**src/rtl/activation_pwq.sv**
```systemverilog
// activation_pwq: pipelined piecewise-quadratic activation (sigmoid / tanh)
// for the LSTM gate datapath. Four register stages with a single global
// advance enable; a stalled output freezes the whole pipe.
//
// Ports
//   clock, reset            rising-edge clock, asynchronous active-low reset
//   in_valid/in_ready       input handshake (in_ready = pipeline advance)
//   in_data                 x, signed, FRAC_W fraction bits
//   in_mode                 0 = sigmoid(x), 1 = tanh(x)
//   in_tag                  sideband tag, carried unmodified with its beat
//   out_valid/out_ready     output handshake
//   out_data                f(x), signed, OUT_FRAC fraction bits
//   out_tag                 tag of the beat in out_data
//   out_sat                 beat hit a saturated region or the output clamp
//   busy                    any stage (incl. output register) holds a beat
module activation_pwq #(
  parameter int unsigned DATA_W    = 16,
  parameter int unsigned FRAC_W    = 7,
  parameter int unsigned OUT_W     = 16,
  parameter int unsigned OUT_FRAC  = 7,
  parameter int unsigned COEF_FRAC = 12,
  parameter int unsigned TAG_W     = 4
) (
  input  logic                     clock,
  input  logic                     reset,
  input  logic                     in_valid,
  output logic                     in_ready,
  input  logic signed [DATA_W-1:0] in_data,
  input  logic                     in_mode,
  input  logic [TAG_W-1:0]         in_tag,
  output logic                     out_valid,
  input  logic                     out_ready,
  output logic signed [OUT_W-1:0]  out_data,
  output logic [TAG_W-1:0]         out_tag,
  output logic                     out_sat,
  output logic                     busy
);

  // Internal widths: every product is kept at full precision.
  localparam int unsigned COEF_W   = COEF_FRAC + 2;
  localparam int unsigned P1_W     = COEF_W + DATA_W;
  localparam int unsigned SQ_W     = 2 * DATA_W;
  localparam int unsigned P2_W     = COEF_W + SQ_W;
  localparam int unsigned ACC_W    = P2_W + 3;
  localparam int unsigned ACC_FRAC = COEF_FRAC + 2 * FRAC_W;
  localparam int          SH       = int'(ACC_FRAC) - int'(OUT_FRAC);

  if (OUT_FRAC > COEF_FRAC + 2 * FRAC_W) begin : g_cfg_err
    $error("activation_pwq: OUT_FRAC larger than internal fraction width");
  end

  // Coefficient table is authored at 12 fraction bits; rescale to COEF_FRAC.
  function automatic logic signed [COEF_W-1:0] coef(input int v);
    if (COEF_FRAC >= 12) return COEF_W'(v <<< (COEF_FRAC - 12));
    else                 return COEF_W'(v >>> (12 - COEF_FRAC));
  endfunction

  localparam logic signed [COEF_W-1:0] A_C0 = coef(832);
  localparam logic signed [COEF_W-1:0] A_C1 = coef(294);
  localparam logic signed [COEF_W-1:0] A_C2 = coef(26);
  localparam logic signed [COEF_W-1:0] B_C0 = coef(2056);
  localparam logic signed [COEF_W-1:0] B_C1 = coef(1117);
  localparam logic signed [COEF_W-1:0] B_C2 = coef(166);
  localparam logic signed [COEF_W-1:0] C_C0 = coef(2040);
  localparam logic signed [COEF_W-1:0] C_C1 = coef(1117);
  localparam logic signed [COEF_W-1:0] C_C2 = coef(-166);
  localparam logic signed [COEF_W-1:0] D_C0 = coef(3264);
  localparam logic signed [COEF_W-1:0] D_C1 = coef(294);
  localparam logic signed [COEF_W-1:0] D_C2 = coef(-26);
  localparam logic signed [COEF_W-1:0] ONE_C0 = coef(4096);

  localparam logic signed [DATA_W-1:0] X_T3   = DATA_W'(3 <<< FRAC_W);
  localparam logic signed [DATA_W-1:0] X_T6   = DATA_W'(6 <<< FRAC_W);
  localparam logic signed [DATA_W-1:0] X_ZERO = '0;
  localparam logic signed [DATA_W-1:0] X_MAX  = {1'b0, {(DATA_W-1){1'b1}}};
  localparam logic signed [DATA_W-1:0] X_MIN  = {1'b1, {(DATA_W-1){1'b0}}};

  localparam logic signed [ACC_W-1:0] ACC_ONE  = ACC_W'(1) <<< ACC_FRAC;
  localparam logic signed [ACC_W-1:0] ACC_RND  = (SH > 0) ? (ACC_W'(1) <<< (SH - 1)) : '0;
  localparam logic signed [ACC_W-1:0] OUT_HI   = ACC_W'(1) <<< OUT_FRAC;
  localparam logic signed [ACC_W-1:0] OUT_LO_T = -OUT_HI;
  localparam logic signed [ACC_W-1:0] OUT_LO_S = '0;

  // Stage valids and pipeline advance
  logic s1_v_q, s2_v_q, s3_v_q, out_v_q, busy_q;
  logic s1_v_d, s2_v_d, s3_v_d, out_v_d, busy_d;
  logic adv_c;

  assign adv_c     = !out_v_q || out_ready;
  assign in_ready  = adv_c;
  assign out_valid = out_v_q;
  assign busy      = busy_q;

  // Next-state for valids; busy tracks the next-state OR so it matches the stages
  always_comb begin
    s1_v_d  = s1_v_q;
    s2_v_d  = s2_v_q;
    s3_v_d  = s3_v_q;
    out_v_d = out_v_q;
    if (adv_c) begin
      s1_v_d  = in_valid;
      s2_v_d  = s1_v_q;
      s3_v_d  = s2_v_q;
      out_v_d = s3_v_q;
    end
    busy_d = s1_v_d | s2_v_d | s3_v_d | out_v_d;
  end

  always_ff @(posedge clock or negedge reset) begin
    if (!reset) begin
      s1_v_q  <= 1'b0;
      s2_v_q  <= 1'b0;
      s3_v_q  <= 1'b0;
      out_v_q <= 1'b0;
      busy_q  <= 1'b0;
    end else begin
      s1_v_q  <= s1_v_d;
      s2_v_q  <= s2_v_d;
      s3_v_q  <= s3_v_d;
      out_v_q <= out_v_d;
      busy_q  <= busy_d;
    end
  end

  // S1: argument scaling (tanh uses 2x, saturated) and segment/coefficient select
  logic signed [DATA_W-1:0] xp_c;
  logic signed [COEF_W-1:0] c0_c, c1_c, c2_c;
  logic                     rsat_c;

  always_comb begin
    xp_c = in_data;
    if (in_mode) begin
      if (in_data[DATA_W-1] != in_data[DATA_W-2]) xp_c = in_data[DATA_W-1] ? X_MIN : X_MAX;
      else                                        xp_c = in_data <<< 1;
    end
    c0_c   = '0;
    c1_c   = '0;
    c2_c   = '0;
    rsat_c = 1'b0;
    if (xp_c <= -X_T6) begin
      rsat_c = 1'b1;
    end else if (xp_c <= -X_T3) begin
      c0_c = A_C0; c1_c = A_C1; c2_c = A_C2;
    end else if (xp_c <= X_ZERO) begin
      c0_c = B_C0; c1_c = B_C1; c2_c = B_C2;
    end else if (xp_c <= X_T3) begin
      c0_c = C_C0; c1_c = C_C1; c2_c = C_C2;
    end else if (xp_c <= X_T6) begin
      c0_c = D_C0; c1_c = D_C1; c2_c = D_C2;
    end else begin
      c0_c   = ONE_C0;
      rsat_c = 1'b1;
    end
  end

  logic signed [DATA_W-1:0] s1_x_q;
  logic signed [COEF_W-1:0] s1_c0_q, s1_c1_q, s1_c2_q;
  logic                     s1_mode_q, s1_rsat_q;
  logic [TAG_W-1:0]         s1_tag_q;

  always_ff @(posedge clock or negedge reset) begin
    if (!reset) begin
      s1_x_q    <= '0;
      s1_c0_q   <= '0;
      s1_c1_q   <= '0;
      s1_c2_q   <= '0;
      s1_mode_q <= 1'b0;
      s1_rsat_q <= 1'b0;
      s1_tag_q  <= '0;
    end else if (adv_c && in_valid) begin
      s1_x_q    <= xp_c;
      s1_c0_q   <= c0_c;
      s1_c1_q   <= c1_c;
      s1_c2_q   <= c2_c;
      s1_mode_q <= in_mode;
      s1_rsat_q <= rsat_c;
      s1_tag_q  <= in_tag;
    end
  end

  // S2: linear term and square
  logic signed [P1_W-1:0] p1_c;
  logic signed [SQ_W-1:0] sq_c;

  assign p1_c = P1_W'(s1_c1_q) * P1_W'(s1_x_q);
  assign sq_c = SQ_W'(s1_x_q) * SQ_W'(s1_x_q);

  logic signed [P1_W-1:0]   s2_p1_q;
  logic signed [SQ_W-1:0]   s2_sq_q;
  logic signed [COEF_W-1:0] s2_c0_q, s2_c2_q;
  logic                     s2_mode_q, s2_rsat_q;
  logic [TAG_W-1:0]         s2_tag_q;

  always_ff @(posedge clock or negedge reset) begin
    if (!reset) begin
      s2_p1_q   <= '0;
      s2_sq_q   <= '0;
      s2_c0_q   <= '0;
      s2_c2_q   <= '0;
      s2_mode_q <= 1'b0;
      s2_rsat_q <= 1'b0;
      s2_tag_q  <= '0;
    end else if (adv_c && s1_v_q) begin
      s2_p1_q   <= p1_c;
      s2_sq_q   <= sq_c;
      s2_c0_q   <= s1_c0_q;
      s2_c2_q   <= s1_c2_q;
      s2_mode_q <= s1_mode_q;
      s2_rsat_q <= s1_rsat_q;
      s2_tag_q  <= s1_tag_q;
    end
  end

  // S3: quadratic term
  logic signed [P2_W-1:0] p2_c;

  assign p2_c = P2_W'(s2_c2_q) * P2_W'(s2_sq_q);

  logic signed [P2_W-1:0]   s3_p2_q;
  logic signed [P1_W-1:0]   s3_p1_q;
  logic signed [COEF_W-1:0] s3_c0_q;
  logic                     s3_mode_q, s3_rsat_q;
  logic [TAG_W-1:0]         s3_tag_q;

  always_ff @(posedge clock or negedge reset) begin
    if (!reset) begin
      s3_p2_q   <= '0;
      s3_p1_q   <= '0;
      s3_c0_q   <= '0;
      s3_mode_q <= 1'b0;
      s3_rsat_q <= 1'b0;
      s3_tag_q  <= '0;
    end else if (adv_c && s2_v_q) begin
      s3_p2_q   <= p2_c;
      s3_p1_q   <= s2_p1_q;
      s3_c0_q   <= s2_c0_q;
      s3_mode_q <= s2_mode_q;
      s3_rsat_q <= s2_rsat_q;
      s3_tag_q  <= s2_tag_q;
    end
  end

  // S4: align terms to ACC_FRAC, tanh = 2*sigma(2x)-1, round half-up, clamp
  logic signed [ACC_W-1:0] acc_c, rnd_c, res_c, lo_c;
  logic                    clamp_c;

  always_comb begin
    acc_c = (ACC_W'(s3_c0_q) <<< (2 * FRAC_W))
          + (ACC_W'(s3_p1_q) <<< FRAC_W)
          + ACC_W'(s3_p2_q);
    if (s3_mode_q) acc_c = (acc_c <<< 1) - ACC_ONE;
    rnd_c   = (acc_c + ACC_RND) >>> SH;
    lo_c    = s3_mode_q ? OUT_LO_T : OUT_LO_S;
    res_c   = rnd_c;
    clamp_c = 1'b0;
    if (rnd_c > OUT_HI) begin
      res_c   = OUT_HI;
      clamp_c = 1'b1;
    end else if (rnd_c < lo_c) begin
      res_c   = lo_c;
      clamp_c = 1'b1;
    end
  end

  always_ff @(posedge clock or negedge reset) begin
    if (!reset) begin
      out_data <= '0;
      out_tag  <= '0;
      out_sat  <= 1'b0;
    end else if (adv_c && s3_v_q) begin
      out_data <= OUT_W'(res_c);
      out_tag  <= s3_tag_q;
      out_sat  <= clamp_c | s3_rsat_q;
    end
  end

endmodule
```
**config.mk**
```make
export PLATFORM = sky130hd
export DESIGN_NAME = activation_pwq
export DESIGN_NICKNAME = d
export VERILOG_FILES = /design/src/rtl/activation_pwq.sv
export SDC_FILE = /design/constraint.sdc
export NUM_CORES = 2
export LEC_CHECK = 0
export CAP_MARGIN = 30
export CELL_PAD_IN_SITES_DETAIL_PLACEMENT = 0
export CELL_PAD_IN_SITES_GLOBAL_PLACEMENT = 1
export CORE_MARGIN = 2
export CORE_UTILIZATION = 40
export CTS_BUF_LIST = sky130_fd_sc_hd__clkbuf_8
export CTS_CLUSTER_SIZE = 10
export DETAILED_ROUTE_END_ITERATION = 8
export GPL_ROUTABILITY_DRIVEN = 1
export PLACE_DENSITY_LB_ADDON = 0.05
export RECOVER_POWER = 50
export SYNTH_ARGS = -nofsm -noshare
export SYNTH_HDL_FRONTEND = slang
export SYNTH_SLANG_ARGS = --single-unit
```
**constraint.sdc**
```tcl
create_clock -name clock -period 14.9 [get_ports clock]
set_input_delay 2.235 -clock clock [delete_from_list [all_inputs] [get_ports clock]]
set_output_delay 2.235 -clock clock [all_outputs]
set_load 0.1 [all_outputs]
```
* After elaboration in Yosys (flattened, before gate mapping)
Index checks and enable logic that the tools add are counted.
** Storage, ports and cells
- Flip-flop bits (word level) :: 279
- Input port bits :: 25
- Output and inout bits :: 24
** Cells by class
- Add/sub/neg operators :: 4
- $mul :: 3
- $lt $le $gt $ge :: 7
- Eq/ne operators :: 1
- Mux-type cells :: 33
- Bitwise gates (word level) :: 4
- Reductions and logical operators :: 6
** Operators with widths (number)
- 2-to-1 mux 49 bit :: 2
- 2-to-1 mux 16 bit :: 5
- 2-to-1 mux 14 bit :: 5
- 2-to-1 mux 13 bit :: 5
- adder 49 x 20 -> 49 bit (second input constant) :: 1
- less-than comparator 30 x 49 -> 1 bit :: 1
- subtractor 48 x 28 -> 49 bit (second input constant) :: 1
- adder 38 x 46 -> 47 bit :: 1
- multiplier 14 x 32 -> 46 bit :: 1
- 2-to-1 mux 11 bit :: 4
- adder 28 x 37 -> 38 bit :: 1
- less-or-equal comparator 16 x 10 -> 1 bit (second input constant) :: 2
- less-or-equal comparator 16 x 11 -> 1 bit (second input constant) :: 2
- multiplier 16 x 16 -> 32 bit :: 1
- > comparator 30 x 9 -> 1 bit (second input constant) :: 1
- multiplier 12 x 16 -> 28 bit :: 1
- less-or-equal comparator 16 x 1 -> 1 bit (second input constant) :: 1
- 2-to-1 mux 1 bit :: 11
- 2-to-1 mux 9 bit :: 1
- logical AND 1 bit :: 4
- OR 1 bit :: 4
- zero test 1 bit :: 1
- logical OR 1 bit :: 1
- != test 1 bit :: 1

* Depth between registers and ports, before layout
- Depth in word-level cells :: 9
- Depth in mapped cells :: 41

* Worst setup path after synthesis
No wires, ideal clock.
- Path type :: register -> register
- Start :: reg s3_p2_q[17]
- End :: reg out_data[14]
- Data arrival time :: 7.513 ns
- Data required time :: 14.813 ns
- Setup slack :: 7.301 ns
- Stages on the path, launching flop included :: 38
- Period minus slack after synthesis :: 7.599 ns
- Path through :: dfrtp_1 > inv_1 > fa_1 > inv_1 > ha_1 > a21oi_1 > o21ai_1 > a311oi_1 > o21ai_0 > o311a_1 > inv_1 > ha_1 > inv_1 > nor4_1 > nand3_1 > o211ai_1 > a21boi_0 > o221ai_1 > [... 2 more ...] > a211oi_1 > nor3b_2 > a2bb2oi_1 > xnor2_1 > mux2_2 > inv_1 > ha_1 > nand4_1 > nor4_1 > a2111oi_0 > o311ai_0 > o221ai_1 > a31oi_1 > clkbuf_1 > clkbuf_1 > a211oi_1 > nand2_1 > o211ai_1
** Between the ends
- Longest elaborated chain between the ends :: 7
** Ends and longest elaborated chain
- start, declared :: RTL line 219 : logic signed [P2_W-1:0] s3_p2_q;
- start signal, assigned :: RTL line 234 : s3_p2_q <= p2_c;
- adder 38 x 46 -> 47 bit * :: RTL line 250 : + ACC_W'(s3_p2_q);
- subtractor 48 x 28 -> 49 bit :: RTL line 251 : if (s3_mode_q) acc_c = (acc_c <<< 1) - ACC_ONE;
- 2-to-1 mux 49 bit * :: RTL line 251
- adder 49 x 20 -> 49 bit * :: RTL line 252 : rnd_c = (acc_c + ACC_RND) >>> SH;
- less-than comparator 30 x 49 -> 1 bit :: RTL line 259 : end else if (rnd_c < lo_c) begin
- 2-to-1 mux 16 bit :: RTL line 259
- 2-to-1 mux 16 bit * :: RTL line 256 : if (rnd_c > OUT_HI) begin
- end signal, assigned :: RTL line 271 : out_data <= OUT_W'(res_c);
- end, declared :: RTL line 33 : output logic signed [OUT_W-1:0] out_data,
Mark *: on every way between the ends. The rest lies on a longest branch, timed or not.
A chain may end at the register's enable or synchronous reset.

* Worst setup path in the final report
Ends and elaborated chain as after synthesis.

==> impl_metrics.env <==
export IMPL_outcome="finished with violations"
export IMPL_violations="capacitance limit, slew limit"
export IMPL_fmax_mhz=106
export IMPL_cp_slowest_cell="a211oi_1"
export IMPL_place_congestion=0.824
export IMPL_route_met2_wl_mm=46.4
export IMPL_routedWlPerCell_um=18.3
export IMPL_post_route_util_pct=43.2
export IMPL_yosys_area_top_type="fa_1"
export IMPL_grt_remaining_overflow=0
export IMPL_grt_pass1_vias=28824
export IMPL_drt_iter0_drc=1365
export IMPL_drive_gt1_share_pct=5.60
export IMPL_tightestPinTransition_ps=5330
export IMPL_async_reset_ff_share_pct=100
export IMPL_fp_dieW_um=318
export IMPL_timing_final_ws_setup_ps=5440
export IMPL_grt_pass1_wl_mm=163
export IMPL_rsz0062_at_grt="no"
export IMPL_yosys_area_top_type_share_pct=36.8
export IMPL_ys_top_cells_by_count="767 x inv_1, 727 x fa_1, 381 x ha_1, 355 x nand2_1, 214 x dfrtp_1"
export IMPL_cp_end_kind="flip-flop"
export IMPL_ys_types=94
export IMPL_clk_pin_slew_worst_paths_ps=50
export IMPL_routed_wl_mm=99.3
export IMPL_coreArea_mm2=0.0981
export IMPL_critPathLaunchType="flip-flop"
export IMPL_r2r_start="s3_p2_q[17]"
export IMPL_grt_use_total_pct=20.4
export IMPL_cts_hold_buf=0
export IMPL_fin_nets=5229
export IMPL_synth_fp_nets=5223
export IMPL_syn_inst=4090
export IMPL_cpPeakStageDelay_ps=600
export IMPL_dp_slack_ps=5540
export IMPL_grt_antenna_before_repair=2
export IMPL_critPathMostFrequentCell="inv_1"
export IMPL_tritoncts="built"
export IMPL_postRouteAntennaNets=0
export IMPL_drt_first_pass_iters=5
export IMPL_cts_root_buffer="clkbuf_8"
export IMPL_die_y_um=318
export IMPL_reg2reg_slack_ps=5440
export IMPL_postCtsSetupRepairBufs=0
export IMPL_critPathKind="reg2reg"
export IMPL_reg2reg_to="out_data[14]"
export IMPL_synth_ff_type="dfrtp_1"
export IMPL_synthTopCellsByArea="fa_1 37%, dfrtp_1 14%, ha_1 12%"
export IMPL_tns_ps=0
export IMPL_fin_crit_ps=9460
export IMPL_critPathMaxFanout=20
export IMPL_drv_slew=219
export IMPL_io_pins=49
export IMPL_drc=0
export IMPL_cp_required_ps=15360
export IMPL_die_area_mm2=0.101
export IMPL_synth_most_common_cell="inv_1"
export IMPL_hold_violations=0
export IMPL_top_layer="met4"
export IMPL_row_count=115
export IMPL_maxCapViolCount=3
export IMPL_ys_ff_latch=214
export IMPL_maxSlewHeadroom_pct=-256
export IMPL_critPathCapture="out_data[14]"
export IMPL_hp_class="reg2reg"
export IMPL_worstSkewPairLatency_ps=680
export IMPL_hpwlAfterDp_mm=85.2
export IMPL_setup_viol=0
export IMPL_ys_seq_area_share_pct=13.5
export IMPL_startpoint="s3_p2_q[17]"
export IMPL_skew_ps=72.2
export IMPL_ctsResizeCount=0
export IMPL_avgSynthCellArea_um2=9.66
export IMPL_wirelength_met1_mm=48.7
export IMPL_vias=27032
export IMPL_ys_warn_count=0
export IMPL_htreeDepth=2
export IMPL_netlist_area_mm2=0.0395
export IMPL_area_growth_pct=7.20
export IMPL_worst_endpoint_arrival_ps=9920
export IMPL_period_share_pct=63.5
export IMPL_numClockSinks=214
export IMPL_dr_wl_met3_mm=2.48
export IMPL_fillers=9883
export IMPL_synth_enable_flop_cells=0
export IMPL_numPortBuffers=48
export IMPL_start_util_pct=40.3
export IMPL_reg2reg_depth=37
export IMPL_grt_max_degree=95
export IMPL_clockBufferDepth=3
export IMPL_viasPerCell=4.99
export IMPL_numCtsBuffers=46
[logic make-up after synthesis]
logic type,Yosys count,share of synthesized area (%)
fa+ha+maj,1108,48.9
simple gates,1023,13.2
buf+inv,890,8.50
compound gates,587,9.35
flops,214,13.5
xor+xnor,166,3.68
mux,102,2.87
[area by class of cell]
cell class | instances | area (µm²) | share of cell area, %
clock inverters | 26 | 238 | 0.561
inverters | 767 | 2880 | 6.79
multi-input cells | 2986 | 30800 | 72.7
clock buffers | 53 | 729 | 1.72
repair buffers | 81 | 738 | 1.74
flip-flops and latches | 214 | 5360 | 12.6
well taps | 1287 | 1610 | 3.80
diodes | 1 | 2.50 | 0.00591
[state kept, by name, summed over array words and instances, names as in the netlist, 2 cells and up]
name / flops
s3_p1_q: 30
s3_p2_q: 39
s2_p1_q: 30
s1_tag_q: 4
s1_c0_q: 7
out_data: 16
s3_tag_q: 4
s3_c0_q: 7
s1_x_q: 16
s1_c1_q: 2
s2_c0_q: 7
s2_sq_q: 31
out_tag: 4
s2_tag_q: 4
[metrics by stage]
step	hold WS (ps)	area, µm²	cells
3_3_place_gp	445	41400	5333
4_1_cts	464	42400	5414
3_5_place_dp	447	41400	5335
5_1_grt	473	42400	5415
2_1_floorplan	433	39500	4090
6_report	457	42400	5415
[placed cells by master (no fill, tap or decap), types with 6 or more instances in the layout]
cell type,Yosys,final
o21ai_0,174,174
nor2_1,122,122
nor3_1,54,54
nor2b_1,23,23
and4_1,6,6
or3_1,18,18
mux2_2,91,91
buf_4,1,28
a31oi_1,27,27
nand2b_1,58,58
inv_1,767,779
mux2i_1,11,11
xnor2_1,105,105
a211oi_1,17,17
o21bai_1,18,18
clkbuf_8,0,53
o211ai_1,29,29
a21oi_1,157,157
nor4_1,11,11
fa_1,727,727
o31ai_1,12,12
dfrtp_1,214,212
nand2_1,355,354
nor4b_1,6,6
ha_1,381,381
nand3b_1,8,8
nand4_1,31,31
a21o_1,37,37
o2111ai_1,9,9
o21a_1,12,12
and3_1,28,28
or2_2,12,12
o21ai_1,8,8
xor2_1,61,61
and2_1,210,210
nand3_1,49,49
clkdlybuf4s50_1,0,46
[worst min-delay path by stage]
stage,cells past startpoint,startpoint,slack (ps),end
floorplan,2,s3_tag_q[0],430,out_tag[0]
global placement,2,s3_tag_q[3],450,out_tag[3]
detailed placement,2,s3_tag_q[3],450,out_tag[3]
CTS,2,s3_tag_q[3],460,out_tag[3]
global route,2,s3_tag_q[0],470,out_tag[0]
finish,2,s3_tag_q[3],460,out_tag[3]
[layer usage]
metal | up-vias | track usage (%)
li1 | 13149 | -
met1 | 13526 | 29.6
met2 | 279 | 33.1
met3 | 78 | 2.14
met4 | 0 | 3.98
met5 | - | 0
[critical path, delay by kind of cell, from the launching register on]
| family | cells | cell delay, ps |
|---|---|---|
| AO/OA/AOI/OAI | 16 | 4240 |
| XOR/XNOR | 2 | 410 |
| adder cells (fa/ha/maj) | 4 | 1530 |
| buffers and inverters | 6 | 680 |
| flip-flops | 1 | 320 |
| multiplexers | 1 | 380 |
| AND/OR/NAND/NOR | 8 | 1720 |
Power is left out: the tool's default activity adds up to more than one toggle a clock period on the data nets, which glitch-free logic cannot reach.
